--- config.mk ---
export PLATFORM = sky130hd
export DESIGN_NAME = dmem_result_walker
export DESIGN_NICKNAME = d
export VERILOG_FILES = /design/src/rtl/mips_disp_pkg.sv /design/src/rtl/btn_debounce.sv /design/src/rtl/dmem_result_walker.sv
export SDC_FILE = /design/constraint.sdc
export NUM_CORES = 1
export LEC_CHECK = 0
export BUFFER_PORTS_ARGS = -buffer_cell sky130_fd_sc_hd__buf_2
export CORE_ASPECT_RATIO = 1.5
export CORE_MARGIN = 3
export CORE_UTILIZATION = 55
export DETAILED_ROUTE_END_ITERATION = 6
export GPL_ROUTABILITY_DRIVEN = 0
export PLACE_DENSITY = 0.8
export SETUP_SLACK_MARGIN = 0.02
export SLEW_MARGIN = 20
export SYNTH_ARGS = -nofsm -noshare
export SYNTH_HDL_FRONTEND = slang
export SYNTH_SLANG_ARGS = --single-unit
--- constraint.sdc ---
create_clock -name clk -period 4.09 [get_ports clk]
set_input_delay 0.818 -clock clk [delete_from_list [all_inputs] [get_ports clk]]
set_output_delay 0.818 -clock clk [all_outputs]
set_load 0.1 [all_outputs]
--- src/rtl/mips_disp_pkg.sv ---
// Shared types and constants for the post-run result display path.
// Holds the walker FSM state enum, data width and default timings.
package mips_disp_pkg;

   localparam int DATA_W              = 32;
   localparam int DEF_DWELL_CYCLES    = 100_000_000;
   localparam int DEF_DEBOUNCE_CYCLES = 1_000_000;

   typedef enum logic [1:0] {
      IDLE,
      READ,
      WAIT,
      SHOW
   } walk_state_t;

endpackage

--- src/rtl/btn_debounce.sv ---
// Push-button conditioner: 2-flop sync, stable-level counter, rise pulse.
// Ports: clk, rst (async high), btn (raw), step_p (1-cycle accepted 0->1).
module btn_debounce
   import mips_disp_pkg::*;
#(
   parameter int DEBOUNCE_CYCLES = DEF_DEBOUNCE_CYCLES
) (
   input  logic clk,
   input  logic rst,
   input  logic btn,
   output logic step_p
);

   localparam int CW =
      (DEBOUNCE_CYCLES > 1) ? $clog2(DEBOUNCE_CYCLES) : 1;
   localparam logic [CW-1:0] CNT_LAST = CW'(DEBOUNCE_CYCLES - 1);

   logic          s1;
   logic          s2;
   logic          level;
   logic          stable;
   logic [CW-1:0] cnt;

   // level tracks the last sampled value; stable is the accepted one.
   always_ff @(posedge clk or posedge rst) begin
      if (rst) begin
         s1     <= 1'b0;
         s2     <= 1'b0;
         level  <= 1'b0;
         stable <= 1'b0;
         cnt    <= '0;
         step_p <= 1'b0;
      end else begin
         s1     <= btn;
         s2     <= s1;
         step_p <= 1'b0;
         if (s2 != level) begin
            level <= s2;
            cnt   <= '0;
         end else if (cnt != CNT_LAST) begin
            cnt <= cnt + CW'(1);
         end else begin
            stable <= level;
            step_p <= level & ~stable;
         end
      end
   end

endmodule

--- src/rtl/dmem_result_walker.sv ---
// Walks a window of dmem words after the CPU is done, one per display.
// Ports: clk, rst, cpu_done, step_btn, auto_en, mem_* read port, disp_*.
module dmem_result_walker
   import mips_disp_pkg::*;
#(
   parameter int ADDR_W          = 11,
   parameter int BASE_ADDR       = 0,
   parameter int NUM_WORDS       = 8,
   parameter int DWELL_CYCLES    = DEF_DWELL_CYCLES,
   parameter int DEBOUNCE_CYCLES = DEF_DEBOUNCE_CYCLES
) (
   input  logic              clk,
   input  logic              rst,
   input  logic              cpu_done,
   input  logic              step_btn,
   input  logic              auto_en,
   output logic              mem_rd_en,
   output logic [ADDR_W-1:0] mem_addr,
   input  logic [DATA_W-1:0] mem_rdata,
   output logic [DATA_W-1:0] disp_data,
   output logic              disp_valid,
   output logic [3:0]        disp_index
);

   localparam logic [ADDR_W-1:0] BASE = ADDR_W'(BASE_ADDR);
   localparam logic [3:0] IDX_LAST = 4'(NUM_WORDS - 1);
   localparam int DWW =
      (DWELL_CYCLES > 1) ? $clog2(DWELL_CYCLES) : 1;
   localparam logic [DWW-1:0] DWELL_LAST = DWW'(DWELL_CYCLES - 1);

   walk_state_t    state;
   walk_state_t    state_nx;
   logic           done_m;
   logic           done_s;
   logic           step_p;
   logic           tick_p;
   logic           advance;
   logic [3:0]     idx_nx;
   logic [DWW-1:0] dwell;

   btn_debounce #(
      .DEBOUNCE_CYCLES(DEBOUNCE_CYCLES)
   ) u_btn (
      .clk   (clk),
      .rst   (rst),
      .btn   (step_btn),
      .step_p(step_p)
   );

   always_ff @(posedge clk or posedge rst) begin
      if (rst) begin
         done_m <= 1'b0;
         done_s <= 1'b0;
      end else begin
         done_m <= cpu_done;
         done_s <= done_m;
      end
   end

   assign tick_p = (state == SHOW) && auto_en && (dwell == DWELL_LAST);

   always_comb begin
      state_nx = state;
      idx_nx   = disp_index;
      advance  = 1'b0;
      if (!done_s) begin
         state_nx = IDLE;
      end else begin
         unique case (state)
            IDLE: begin
               state_nx = READ;
               idx_nx   = '0;
            end
            READ: state_nx = WAIT;
            WAIT: state_nx = SHOW;
            SHOW: begin
               if (step_p || tick_p) begin
                  advance  = 1'b1;
                  state_nx = READ;
                  idx_nx   = (disp_index == IDX_LAST) ?
                             4'd0 : disp_index + 4'd1;
               end
            end
            default: state_nx = IDLE;
         endcase
      end
   end

   // Outputs are registered from the next state so that the strobe,
   // address and index all land on the cycle READ is entered.
   always_ff @(posedge clk or posedge rst) begin
      if (rst) begin
         state      <= IDLE;
         mem_rd_en  <= 1'b0;
         mem_addr   <= BASE;
         disp_index <= '0;
         disp_data  <= '0;
         disp_valid <= 1'b0;
         dwell      <= '0;
      end else begin
         state      <= state_nx;
         mem_rd_en  <= (state_nx == READ);
         mem_addr   <= BASE + ADDR_W'(idx_nx);
         disp_index <= idx_nx;
         if ((state == WAIT) && done_s) begin
            disp_data  <= mem_rdata;
            disp_valid <= 1'b1;
         end else if (state_nx == IDLE) begin
            disp_valid <= 1'b0;
         end
         if ((state != SHOW) || advance) begin
            dwell <= '0;
         end else if (auto_en) begin
            dwell <= dwell + DWW'(1);
         end
      end
   end

endmodule

After elaboration in Yosys (flattened, before gate mapping)
Cells that the tools add are included.
{ "totals": {"word_cells": 62, "output_inout_bits": 49, "ff_bits": 94} }
{ "op_classes": {"n_reduce_logical": 13, "bitwise_logic": 4, "addsub": 3, "eq_ne": 10, "mux": 18} }
{ "ops": {"columns": ["operator", "count"], "rows": [
  ["$mux 27", 2],
  ["$mux 20", 2],
  ["$add 27x1->27 const B", 1],
  ["$eq 27x27->1 const B", 1],
  ["$add 20x1->20 const B", 1],
  ["$ne 20x20->1 const B", 1],
  ["$mux 4", 3],
  ["$pmux 2 s4", 1],
  ["$pmux 4 s2", 1],
  ["$reduce_bool 2->1", 4],
  ["$mux 1", 7],
  ["$add 4x1->4 const B", 1],
  ["$eq 2x1->1 const B", 2],
  ["$eq 2x2->1 const B", 2],
  ["$eq 4x3->1 const B", 1],
  ["$logic_not 2->1", 2],
  ["$mux 2", 2],
  ["$logic_and 1x1->1", 3],
  ["$not 1->1", 3],
  ["$reduce_and 3->1", 1],
  ["$logic_or 1x1->1", 2],
  ["$ne 2x1->1 const B", 1],
  ["$ne 2x2->1 const B", 1],
  ["$reduce_and 2->1", 1],
  ["other kinds (2)", 2]
]} }

Longest topological paths before layout
Gate-level depths: netlist (run 1).
{ "depth": {"ltp_word": 10, "ltp_mapped": 8, "ltp_nobuf": 6} }

Modules after synthesis
A second synthesis (run 1) with hierarchy kept.
{ "hier_totals": {"hier_cells": 392, "area_unflattened_um2": 4388.0} }
{ "modules_own_cells": {"columns": ["mod", "cells_each", "area_per_inst_um2", "n_inst"], "rows": [
  ["dmem_result_walker", 267, 3159.3, 1],
  ["btn_debounce", 125, 1228.7, 1]
]} }

Least setup slack after synthesis (run 1)
Ideal clock, no wire load.
{ "synth_timing": {"kind": "register -> output", "from": "register mem_addr[0]", "to": "output mem_addr[0]", "n_path_buf": 1, "path_slack_ns": 1.884, "arrival_ns": 1.388, "stages_incl_launch_ff": 2, "required_ns": 3.272, "cell_sequence": "dfrtp_1 > buf_4"} }
{ "synth_lines": {"columns": ["item", "line", "source"], "rows": [
  ["start: declaration", "dmem_result_walker.sv:18", "output logic [ADDR_W-1:0] mem_addr,"],
  ["start signal: assignment", "dmem_result_walker.sv:103", "mem_addr <= BASE + ADDR_W'(idx_nx);"]
]} }
No word-level cell between the ends.

Worst setup path in the final report (run 1)
{ "layout_timing": {"from": "register dwell[12]", "to": "register dwell[22]"} }
{ "layout_via": {"elab_chain_cells": 8, "word_cells_on_any_way": 11, "cone_classes": "add/sub: 1; eq/ne: 1; mux: 5; reduce/logical: 4"} }
{ "layout_lines": {"columns": ["item", "line", "source"], "rows": [
  ["start: declaration", "dmem_result_walker.sv:39", "logic [DWW-1:0] dwell;"],
  ["start signal: assignment", "dmem_result_walker.sv:114", "dwell <= dwell + DWW'(1);"],
  ["parallel branches: the longest is 8 deep, another holds $add 27x1->27", null, null]
]} }
Several ways; the timed one is not identified. The select of a mux whose other input is x is not followed.
A chain may end at the register's enable or synchronous reset.

==> results of run 1 <==
[cells in the final DEF (no fill, tap or decap), types with 2 or more instances in the layout]
master,instances
nand3_1,23
mux2_2,32
and3_1,5
or3_1,5
buf_2,78
bufinv_16,2
and2_1,2
xor2_1,23
ha_1,3
buf_4,4
o21ai_0,7
or4_1,2
inv_1,7
mux2i_1,2
nor4_1,8
clkbuf_8,9
a21oi_1,7
nand4_1,14
conb_1,7
a21o_1,2
nand2_1,20
nor2_1,54
xnor2_1,17
nand2b_1,2
nor3_1,10
dfrtp_1,94
clkinv_2,3
[state kept, by name, summed over array words and instances (netlist names)]
signal / count
u_btn.stable: 1
disp_data: 32
u_btn.s2: 1
u_btn.cnt: 20
u_btn.level: 1
done_m: 1
u_btn.s1: 1
disp_valid: 1
mem_addr: 4
u_btn.step_p: 1
done_s: 1
state: 2
mem_rd_en: 1
dwell: 27
[kinds of logic (layout without fill, tap and decap cells)]
| family | after synthesis | count (layout) | share of synthesized area |
|---|---|---|---|
| AND/OR/NAND/NOR | 158 | 158 | 0.189 |
| flip-flops | 94 | 94 | 0.546 |
| XOR/XNOR | 40 | 40 | 0.0813 |
| buffers and inverters | 35 | 106 | 0.0514 |
| multiplexers | 34 | 34 | 0.0882 |
| AO/OA/AOI/OAI | 24 | 24 | 0.0348 |
| adder cells (fa/ha/maj) | 3 | 3 | 0.00871 |
| other | 1 | 7 | 0.000870 |
[routing by layer]
layer	vias to the layer above	global-route usage	wire, µm
met5	-	0	0
met4	0	0.0863	207
met3	18	0.0512	291
met2	49	0.358	4750
met1	1528	0.234	3340
li1	1460	-	-
[area by class of cell]
type,instances,share of cell area
repair buffers,82,0.0858
flip-flops and latches,94,0.480
multi-input cells,266,0.359
well taps,100,0.0255
clock buffers,10,0.0260
clock inverters,6,0.0176
inverters,8,0.00638
[metrics by stage]
stage                     worst slack (ns)   util  instance area (µm²)
after global placement                1.44  0.632                 4690
after global routing                  1.45  0.661                 4900
final                                 1.62  0.661                 4900
after CTS                             1.61  0.661                 4900
after floorplan                      0.823      -                 4330
after detailed placement              1.36  0.632                 4690
[critical path, cell delays in order (launching register included)]
cell and delay (ns):
dfrtp_1 0.43, or4_1 0.56, nor4_2 0.28, a21o_2 0.22
a21o_1 0.69, nor2_1 0.14
[worst paths after layout]
| check | from | to | slack [ns] | cells after the start |
|---|---|---|---|---|
| max | dwell[12] | dwell[22] | 1.62 | 5 |
| min | u_btn.s1 | u_btn.s2 | 0.35 | 0 |
| max reg2reg | dwell[12] | dwell[22] | 1.62 | 5 |
| min reg2reg | u_btn.s1 | u_btn.s2 | 0.35 | 0 |
| max in group asynchronous | rst | disp_data[12] | 2.80 | 3 |
| min in group asynchronous | rst | dwell[24] | 0.46 | 2 |
[power by group through the flow]
stage	Clock [W]	Combinational [W]	Sequential (W)
after detailed placement	0	0.00101	0.00110
after CTS	0.000682	0.00101	0.00108
after global routing	0.000723	0.00103	0.00110
after floorplan	0	0.000171	0.00179
after global placement	0	0.00100	0.00109
final	0.000667	0.00100	0.00108
==> key figures, run 1 <==
Yosys
  – FFs w/ async S/R, synth: 1.00
  – Register area share after synthesis: 0.546
  – Post-synth top area share: 0.546
  – Synth cell count leaders: dfrtp_1, nor2_1, mux2_2
  – Post-Synthesis Cells: 389
  – Yosys cell types: 49
  – Post-synth top flop: dfrtp_1
  – Post-synth EDFFs: 0
  – Area of the mapped netlist: 0.00431 mm²
  – Synth area leaders: dfrtp_1, mux2_2, nor2_1
  – Syn_area_per_cell: 11.1 µm²
  – Count leader, synth: dfrtp_1
  – Yosys warning count: 0
  – Cell taking the most area after synthesis: dfrtp_1
  – #FFs+latches synth: 94

Drt
  – Remaining DRCs: 0
  – Via/cell ratio: 5.40
  – Final ANT Viol Nets: 0
  – DRT Wirelength: 8590 µm
  – Drt wl/cell: 15.2 µm
  – Router iterations before antenna repair: 4
  – Initial drt markers: 162
  – DR vias: 3055

Layout
  – Multi-input logic area: 0.00176 mm²
  – # diodes: 0
  – Proportion of layout cells with a drive suffix above 1: 0.294
  – Nets@finish: 501
  – Storage cell area: 0.00235 mm²
  – Area Overhead vs Synth: 13.7%
  – Final-layout fill cell count: 606
  – Fin cells: 566

Floorplan
  – Die Y: 114 µm
  – Die span in x: 78.3 µm
  – Placeable core area: 0.00742 mm²
  – Die area: 0.00896 mm²
  – Row count: 38
  – Ports: 86
  – Initial Utilization: 0.581

Power
  – VDD IR max: 0.593 mV
  – Flop pwr share: 0.393
  – Sw Share: 0.445
  – Leakage power: 2.19 nW
  – Power Density: 562 mW/mm²
  – P_int: 0.00153 W
  – Total power: 0.00276 W
  – Clk pwr share: 0.242
  – NetSw: 0.00123 W
  – Logic gate share of total power: 0.364

Clocking
  – # hold bufs at CTS: 0
  – Post-CTS Setup Repair Bufs: 0
  – Worst-path clk slew: 0.09 ns
  – Clock root cell: clkbuf_8
  – H-tree depth: 3
  – Number of gates resized after cts: 0
  – CTS tree: yes
  – TritonCTS Buffers: 9
  – Later-pin clock latency in the skew report: 0.38 ns
  – Clk buf depth: 2
  – Clk sinks: 94

Worst setup path
  – Setup CP Type: reg -> reg
  – Critical path peak fanout: 27
  – Worst Path Required: 4.32 ns
  – Worst EP arrival: 2.70 ns
  – Worst setup EP type: flop
  – Type of origin of the critical path: flop

Flow run
  – Max Cap Viol: 0

Place
  – Cell total after placement: 550
  – Hpwl dp: 6200 µm
  – PortBufs: 78

Timing
  – Post-Route Skew: 0.0109 ns
  – Max Clk Rate: 405 MHz
  – Unrepaired setup endpoints after global routing: false
  – Worst-Margin Slew: 0.958 ns
  – Slew Limit Fails: 0
  – Minimum clock period: 2.47 ns
  – Setup TNS Final: 0 ns
  – Slew headroom: 0.355
  – WHS: 0.354 ns
  – Final setup viols: 0
  – Tcrit/Tclk final: 0.603
  – Hold Violations, Final: 0

Global route
  – Vias in the first global route: 3070
  – Initial antenna violation count: 0
  – GRT Util Overall: 0.203
  – First-pass GRT wire length: 14100 µm
  – Total grt overflow: 0
  – Pin count of the biggest net entering global routing: 35

Status
  – Status: completed

Hold path
  – Worst hold path type: reg -> reg
Note: power is estimated with default switching activity, not from simulation.
==> run 2: changes to the inputs <==
- CORE_UTILIZATION: 55 -> 50
- PLACE_DENSITY: 0.8 -> 0.76
- clock period: 4.09 -> 2 ns (I/O delays scaled with it)
==> key figures, run 2 (synthesis results as in run 1) <==
Hold path
  – Min-Delay Path Depth: 1 (+1)
  – Worst hold path type: in -> reg

Worst setup path
  – CP max-delay cell: or4_4
  – R2r setup slk: 0.06 ns (-1.57 ns)
  – Worst EP arrival: 2.17 ns (-0.53 ns)
  – Max incr delay on CP: 0.54 ns (-0.15 ns)
  – Type of origin of the critical path: flop
  – Worst path buffer plus inverter count: 1 (+1)
  – R2R depth: 6 (+1)
  – Setup CP Type: reg -> reg
  – Critical path peak fanout: 13 (-52%)
  – CP Cell Sequence: or4_4 > nor4_4 > a21o_2 > a21o_4 > clkbuf_16 > nor2_1
  – Worst Path Required: 2.23 ns (-2.09 ns)
  – Largest delay share family, worst path: simple AND/OR/NAND/NOR gates
  – Worst setup EP type: flop
  – Worst path depth: 6 (+1)

Power
  – Logic gate share of total power: 0.358 (-0.006)
  – P_int: 0.00327 W (+110%)
  – Leakage power: 2.32 nW (+5.7%)
  – Flop pwr share: 0.385 (-0.008)
  – Clk pwr share: 0.257 (+0.015)
  – VDD IR max: 1.05 mV (+77%)
  – Sw Share: 0.433 (-0.0126)
  – Power Density: 1120 mW/mm² (+98%)
  – NetSw: 0.00250 W (+100%)

Timing
  – Max Clk Rate: 515 MHz (+27%)
  – Hold Violations, Final: 0 (unchanged)
  – WHS: 0.166 ns (-0.188 ns)
  – Minimum clock period: 1.94 ns (-0.523 ns)
  – Post-Route Skew: 0.00473 ns (-0.00618 ns)
  – Worst-Margin Slew: 0.509 ns (-0.449 ns)
  – Final setup viols: 0 (unchanged)
  – Tcrit/Tclk final: 0.972 (+0.369)
  – Unrepaired setup endpoints after global routing: true
  – Slew Limit Fails: 0 (unchanged)
  – Slew headroom: 0.660 (+0.304)

Flow run
  – Max Cap Viol: 0 (unchanged)

Place
  – Hpwl dp: 6260 µm (+0.86%)
  – Cell total after placement: 571 (+3.8%)
  – PortBufs: 78 (unchanged)

Drt
  – Initial drt markers: 156 (-3.7%)
  – DRT Wirelength: 9080 µm (+5.7%)
  – Remaining DRCs: 0 (unchanged)
  – Drt wl/cell: 15.5 µm (+1.9%)
  – Via/cell ratio: 5.40 (+0.12%)
  – DR vias: 3172 (+3.8%)
  – Final ANT Viol Nets: 0 (unchanged)
  – Router iterations before antenna repair: 6 (+2)

Clocking
  – TritonCTS Buffers: 9 (unchanged)
  – Clk sinks: 94 (unchanged)
  – Later-pin clock latency in the skew report: 0.34 ns (-0.04 ns)
  – CTS tree: yes
  – Clock root cell: clkbuf_16
  – # hold bufs at CTS: 0 (unchanged)
  – Clk buf depth: 2 (unchanged)
  – H-tree depth: 3 (unchanged)
  – Worst-path clk slew: 0.06 ns (-0.03 ns)

Layout
  – Area Overhead vs Synth: 20.1%
  – Largest regs: disp_data (32), dwell (27), u_btn.cnt (20)
  – Final-layout fill cell count: 685 (+13%)
  – # diodes: 0 (unchanged)
  – Storage cell area: 0.00235 mm² (unchanged)
  – Most common cell after layout, fill and taps aside: dfrtp_1
  – Max reg flops: 32 (unchanged)
  – Multi-input logic area: 0.00180 mm² (+2.6%)
  – Largest register by flop count: disp_data
  – Nets@finish: 518 (+3.4%)
  – Proportion of layout cells with a drive suffix above 1: 0.326 (+0.0317)
  – Commonest non-fill, non-tap cells in the layout: dfrtp_1, buf_2, nor2_1
  – Fin cells: 587 (+3.7%)

Status
  – Status: completed

Floorplan
  – Ports: 86 (unchanged)
  – Row count: 40 (+5.3%)
  – Initial Utilization: 0.525 (-0.0560)
  – Die area: 0.00979 mm² (+9.3%)
  – Placeable core area: 0.00821 mm² (+11%)
  – Die span in x: 81.8 µm (+4.5%)
  – Die Y: 120 µm (+4.6%)

Global route
  – Total grt overflow: 0 (unchanged)
  – Initial antenna violation count: 0 (unchanged)
  – Pin count of the biggest net entering global routing: 95 (+170%)
  – First-pass GRT wire length: 15000 µm (+6.3%)
  – GRT Util Overall: 0.197 (-0.00602)
  – Vias in the first global route: 3325 (+8.3%)
[run 2: repair_timing]
action | 4_1_cts | 5_1_grt
gates resized for setup | 0 | 8
setup endpoints to repair | 0 | 37
setup buffers | 0 | 0
[run 2: worst paths after layout]
| check | to | start |
|---|---|---|
| max | dwell[18] | dwell[9] |
| max reg2reg | dwell[18] | dwell[9] |
| min | u_btn.s1 | step_btn |
| min in group asynchronous | disp_data[28] | rst |
| max in group asynchronous | dwell[5] | rst |
| min reg2reg | u_btn.s2 | u_btn.s1 |
[run 2: power groups by stage]
stage | Sequential, W | Combinational [W] | Clock (W)
2_1_floorplan | 0.00366 | 0.000351 | 0
3_3_place_gp | 0.00224 | 0.00205 | 0
3_5_place_dp | 0.00226 | 0.00207 | 0
4_1_cts | 0.00223 | 0.00207 | 0.00151
5_1_grt | 0.00225 | 0.00213 | 0.00160
6_report | 0.00222 | 0.00207 | 0.00148
[run 2: area by class of cell]
class | instances | share of cell area
inverters | 8 | 0.00653
clock inverters | 2 | 0.00193
multi-input cells | 266 | 0.349
repair buffers | 99 | 0.117
well taps | 105 | 0.0254
clock buffers | 13 | 0.0464
flip-flops and latches | 94 | 0.455
[run 2: metrics by stage]
| step | power (W) | util | TNS [ns] | instance area, µm² | setup WS [ns] |
|---|---|---|---|---|---|
| 5_1_grt | 0.00598 | 0.630 | -0.341 | 5170 | -0.0354 |
| 6_report | 0.00577 | 0.630 | 0 | 5170 | 0.0566 |
| 3_3_place_gp | 0.00430 | 0.591 | 0 | 4850 | 0.103 |
| 4_1_cts | 0.00581 | 0.622 | 0 | 5100 | 0.0247 |
| 3_5_place_dp | 0.00433 | 0.591 | 0 | 4850 | 0.0283 |
| 2_1_floorplan | 0.00401 | - | 0 | 4340 | 0.116 |
[run 2: layer usage]
metal / share of wire / global-route usage
met1: 0.36 / 0.222
met2: 0.58 / 0.355
met3: 0.041 / 0.0480
met4: 0.020 / 0.0644
met5: 0 / 0
==> run 3: changes to the inputs <==
- ABC_AREA: unset -> 1
- CELL_PAD_IN_SITES_DETAIL_PLACEMENT: unset -> 2
- CELL_PAD_IN_SITES_GLOBAL_PLACEMENT: unset -> 2
- CORE_ASPECT_RATIO: 1.5 -> unset
- CORE_UTILIZATION: 50 -> 30
- PLACE_DENSITY: 0.76 -> unset
- PLACE_DENSITY_LB_ADDON: unset -> 0.1
==> key figures, run 3 <==
Layout
  – Largest register by flop count: disp_data
  – # diodes: 0 (unchanged)
  – Max reg flops: 32 (unchanged)
  – Area Overhead vs Synth: 19.4%
  – Most common cell after layout, fill and taps aside: nand2_1
  – Proportion of layout cells with a drive suffix above 1: 0.243 (-0.0832)
  – Largest regs: disp_data (32), dwell (27), u_btn.cnt (20)
  – Post-layout util: 0.374 (-0.257)
  – Final Cell Area: 0.00580 mm² (+12%)
  – Commonest non-fill, non-tap cells in the layout: nand2_1, dfrtp_1, nor2_1
  – Nets@finish: 703 (+36%)
  – Final-layout fill cell count: 1803 (+160%)

Timing
  – Post-Route Skew: 0.00919 ns (+0.00446 ns)
  – Worst-Margin Slew: 0.775 ns (+0.266 ns)
  – Setup TNS Final: 0 ns (unchanged)
  – Max Clk Rate: 569 MHz (+11%)
  – Tcrit/Tclk final: 0.879 (-0.0931)
  – Final setup viols: 0 (unchanged)
  – Hold Violations, Final: 0 (unchanged)
  – Unrepaired setup endpoints after global routing: false
  – Slew headroom: 0.480 (-0.179)
  – WHS: 0.157 ns (-0.00954 ns)
  – Minimum clock period: 1.76 ns (-0.186 ns)
  – Final WS setup: 0.243 ns (+0.186 ns)
  – Slew Limit Fails: 0 (unchanged)

Floorplan
  – Row count: 45 (+13%)
  – Die span in x: 133 µm (+63%)
  – Ports: 86 (unchanged)
  – Placeable core area: 0.0155 mm² (+89%)
  – Die area: 0.0178 mm² (+81%)
  – Die Y: 133 µm (+11%)
  – Initial Utilization: 0.313 (-0.212)

Yosys
  – Cell taking the most area after synthesis: dfrtp_1
  – Synth area leaders: dfrtp_1, nand2_1, mux2_2
  – Count leader, synth: nand2_1
  – Register area share after synthesis: 0.484 (-0.0617)
  – Post-synth top area share: 0.484 (-0.0617)
  – Yosys cell types: 38 (-22%)
  – Syn_area_per_cell: 8.41 µm² (-24%)
  – Post-synth EDFFs: 0 (unchanged)
  – FFs w/ async S/R, synth: 1.00 (unchanged)
  – Synth cell count leaders: nand2_1, dfrtp_1, nor2_1
  – Yosys warning count: 0 (unchanged)
  – #FFs+latches synth: 94 (unchanged)
  – Post-synth top flop: dfrtp_1
  – Post-Synthesis Cells: 578 (+49%)
  – Area of the mapped netlist: 0.00486 mm² (+13%)

Worst setup path
  – Largest delay share family, worst path: simple AND/OR/NAND/NOR gates
  – CP max-delay cell: dfrtp_1
  – RR Endpoint: dwell[5]
  – Type of origin of the critical path: flop
  – Worst Path Required: 2.24 ns (about the same)
  – Worst EP arrival: 2.00 ns (-0.17 ns)
  – Setup CP Type: reg -> reg
  – R2r setup slk: 0.24 ns (+0.19 ns)
  – Reg2reg start: dwell[0]
  – Worst setup EP type: flop
  – CP Cell Sequence: ha_1 > inv_1 > nor2_4 > nand2_2 > nor2_1 > nand2_1 > nand2_2 > nand2_4 > nand2_4 > nor3_1
  – Max incr delay on CP: 0.40 ns (-0.14 ns)
  – R2R depth: 10 (+4)
  – Worst path buffer plus inverter count: 1 (unchanged)
  – Critical path peak fanout: 12 (-1)

Power
  – P_int: 0.00331 W (+1.2%)
  – Clk pwr share: 0.281 (+0.024)
  – NetSw: 0.00278 W (+11%)
  – VDD IR max: 0.805 mV (-23%)
  – Sw Share: 0.456 (+0.0234)
  – Logic gate share of total power: 0.354 (-0.004)
  – Power Density: 1050 mW/mm² (-5.9%)
  – Leakage power: 2.67 nW (+15%)
  – Flop pwr share: 0.365 (-0.020)

Clocking
  – Later-pin clock latency in the skew report: 0.35 ns (about the same)
  – Worst-path clk slew: 0.07 ns (about the same)
  – Clock root cell: clkbuf_16
  – Clk buf depth: 2 (unchanged)
  – CTS tree: yes
  – H-tree depth: 3 (unchanged)
  – Clk sinks: 94 (unchanged)
  – TritonCTS Buffers: 9 (unchanged)
  – Post-CTS Setup Repair Bufs: 0 (unchanged)

Drt
  – Router iterations before antenna repair: 4 (-2)
  – DR vias: 4165 (+31%)
  – Final ANT Viol Nets: 0 (unchanged)
  – DRT Wirelength: 14200 µm (+57%)
  – Drt wl/cell: 16.2 µm (+4.7%)
  – Via/cell ratio: 4.74 (-12%)
  – Remaining DRCs: 0 (unchanged)
  – Initial drt markers: 117 (-25%)

Hold path
  – Worst hold path type: in -> reg
  – Hold EP: u_btn.s1
  – Hold Path Origin: step_btn
  – Min-Delay Path Depth: 1 (unchanged)

Flow run
  – Max Cap Viol: 0 (unchanged)

Place
  – PortBufs: 78 (unchanged)
  – Placed Instance Area: 0.00549 mm² (+13%)
  – DP Worst Slack: 0.0841 ns (+0.0558 ns)
  – Hpwl dp: 10900 µm (+74%)

Global route
  – GRT Util Overall: 0.167 (-0.0307)
  – Vias in the first global route: 4722 (+42%)
  – First-pass GRT wire length: 24000 µm (+60%)
  – Initial antenna violation count: 0 (unchanged)
  – Pin count of the biggest net entering global routing: 95 (unchanged)
  – Total grt overflow: 0 (unchanged)

Status
  – Status: completed
==> run 3: cell count changes in the layout (fill, tap and decap cells not counted), moves of 6 or more <==
cell     delta
nor3_1      +6
nand2_1   +107
a21oi_1     +8
xor2_1     -15
nand2_2     +6
nor2_1     +30
nand4_1     +6
xnor2_1    -12
buf_4       -8
inv_1      +62
nand3_1     +9
==> run 3: metrics by stage <==
stage,total power [W],cells
final,0.00609,879
after global routing,0.00636,879
after CTS,0.00618,878
after detailed placement,0.00444,862
after global placement,0.00439,862
after floorplan,0.00406,584
==> run 3: what timing repair did <==
| action | 4_1_cts | 5_1_grt |
|---|---|---|
| endpoints found under the setup margin | 0 | 17 |
| resized for setup | 0 | 2 |
| hold buffers | 0 | 0 |
==> run 3: area by class of cell <==
type                       count  area [µm²]  area share
clock inverter                 7        66.3      0.0114
inverter                      72         274      0.0472
multi-input combinational    398        2140       0.369
clock buffer                   9         225      0.0388
sequential                    94        2350       0.405
timing repair buffer          88         478      0.0823
tap                          211         264      0.0455
==> run 3: per-layer routing <==
| metal | GRT usage | vias up | share of wire |
|---|---|---|---|
| li1 | - | 2018 | - |
| met3 | 0.0325 | 12 | 0.033 |
| met2 | 0.299 | 50 | 0.52 |
| met1 | 0.201 | 2085 | 0.43 |
| met5 | 0 | - | 0 |
| met4 | 0.0514 | 0 | 0.013 |
==> run 3: power groups by stage <==
stage / combinational (W) / sequential, W / clock (W)
floorplan: 0.000377 / 0.00368 / 0
global placement: 0.00215 / 0.00224 / 0
detailed placement: 0.00218 / 0.00226 / 0
CTS: 0.00218 / 0.00223 / 0.00177
global route: 0.00223 / 0.00226 / 0.00187
finish: 0.00216 / 0.00222 / 0.00171
==> run 3: worst max path at each step <==
stage                startpoint          end  slack, ns  cells past startpoint
floorplan           mem_addr[0]  mem_addr[0]       0.17                      8
global placement       dwell[0]    dwell[12]       0.20                     10
detailed placement     dwell[0]    dwell[13]       0.08                     10
CTS                    dwell[0]    dwell[13]       0.07                     10
global route           dwell[0]  mem_addr[1]       0.03                     11
finish                 dwell[0]     dwell[5]       0.24                     10
==> run 3: kinds of logic after synthesis <==
logic type,after synthesis,share of synthesized area
multiplexers,32,0.0742
XOR/XNOR,13,0.0234
AND/OR/NAND/NOR,306,0.284
AO/OA/AOI/OAI,36,0.0417
buffers and inverters,93,0.0844
other,1,0.000772
adder cells (fa/ha/maj),3,0.00772
flip-flops,94,0.484
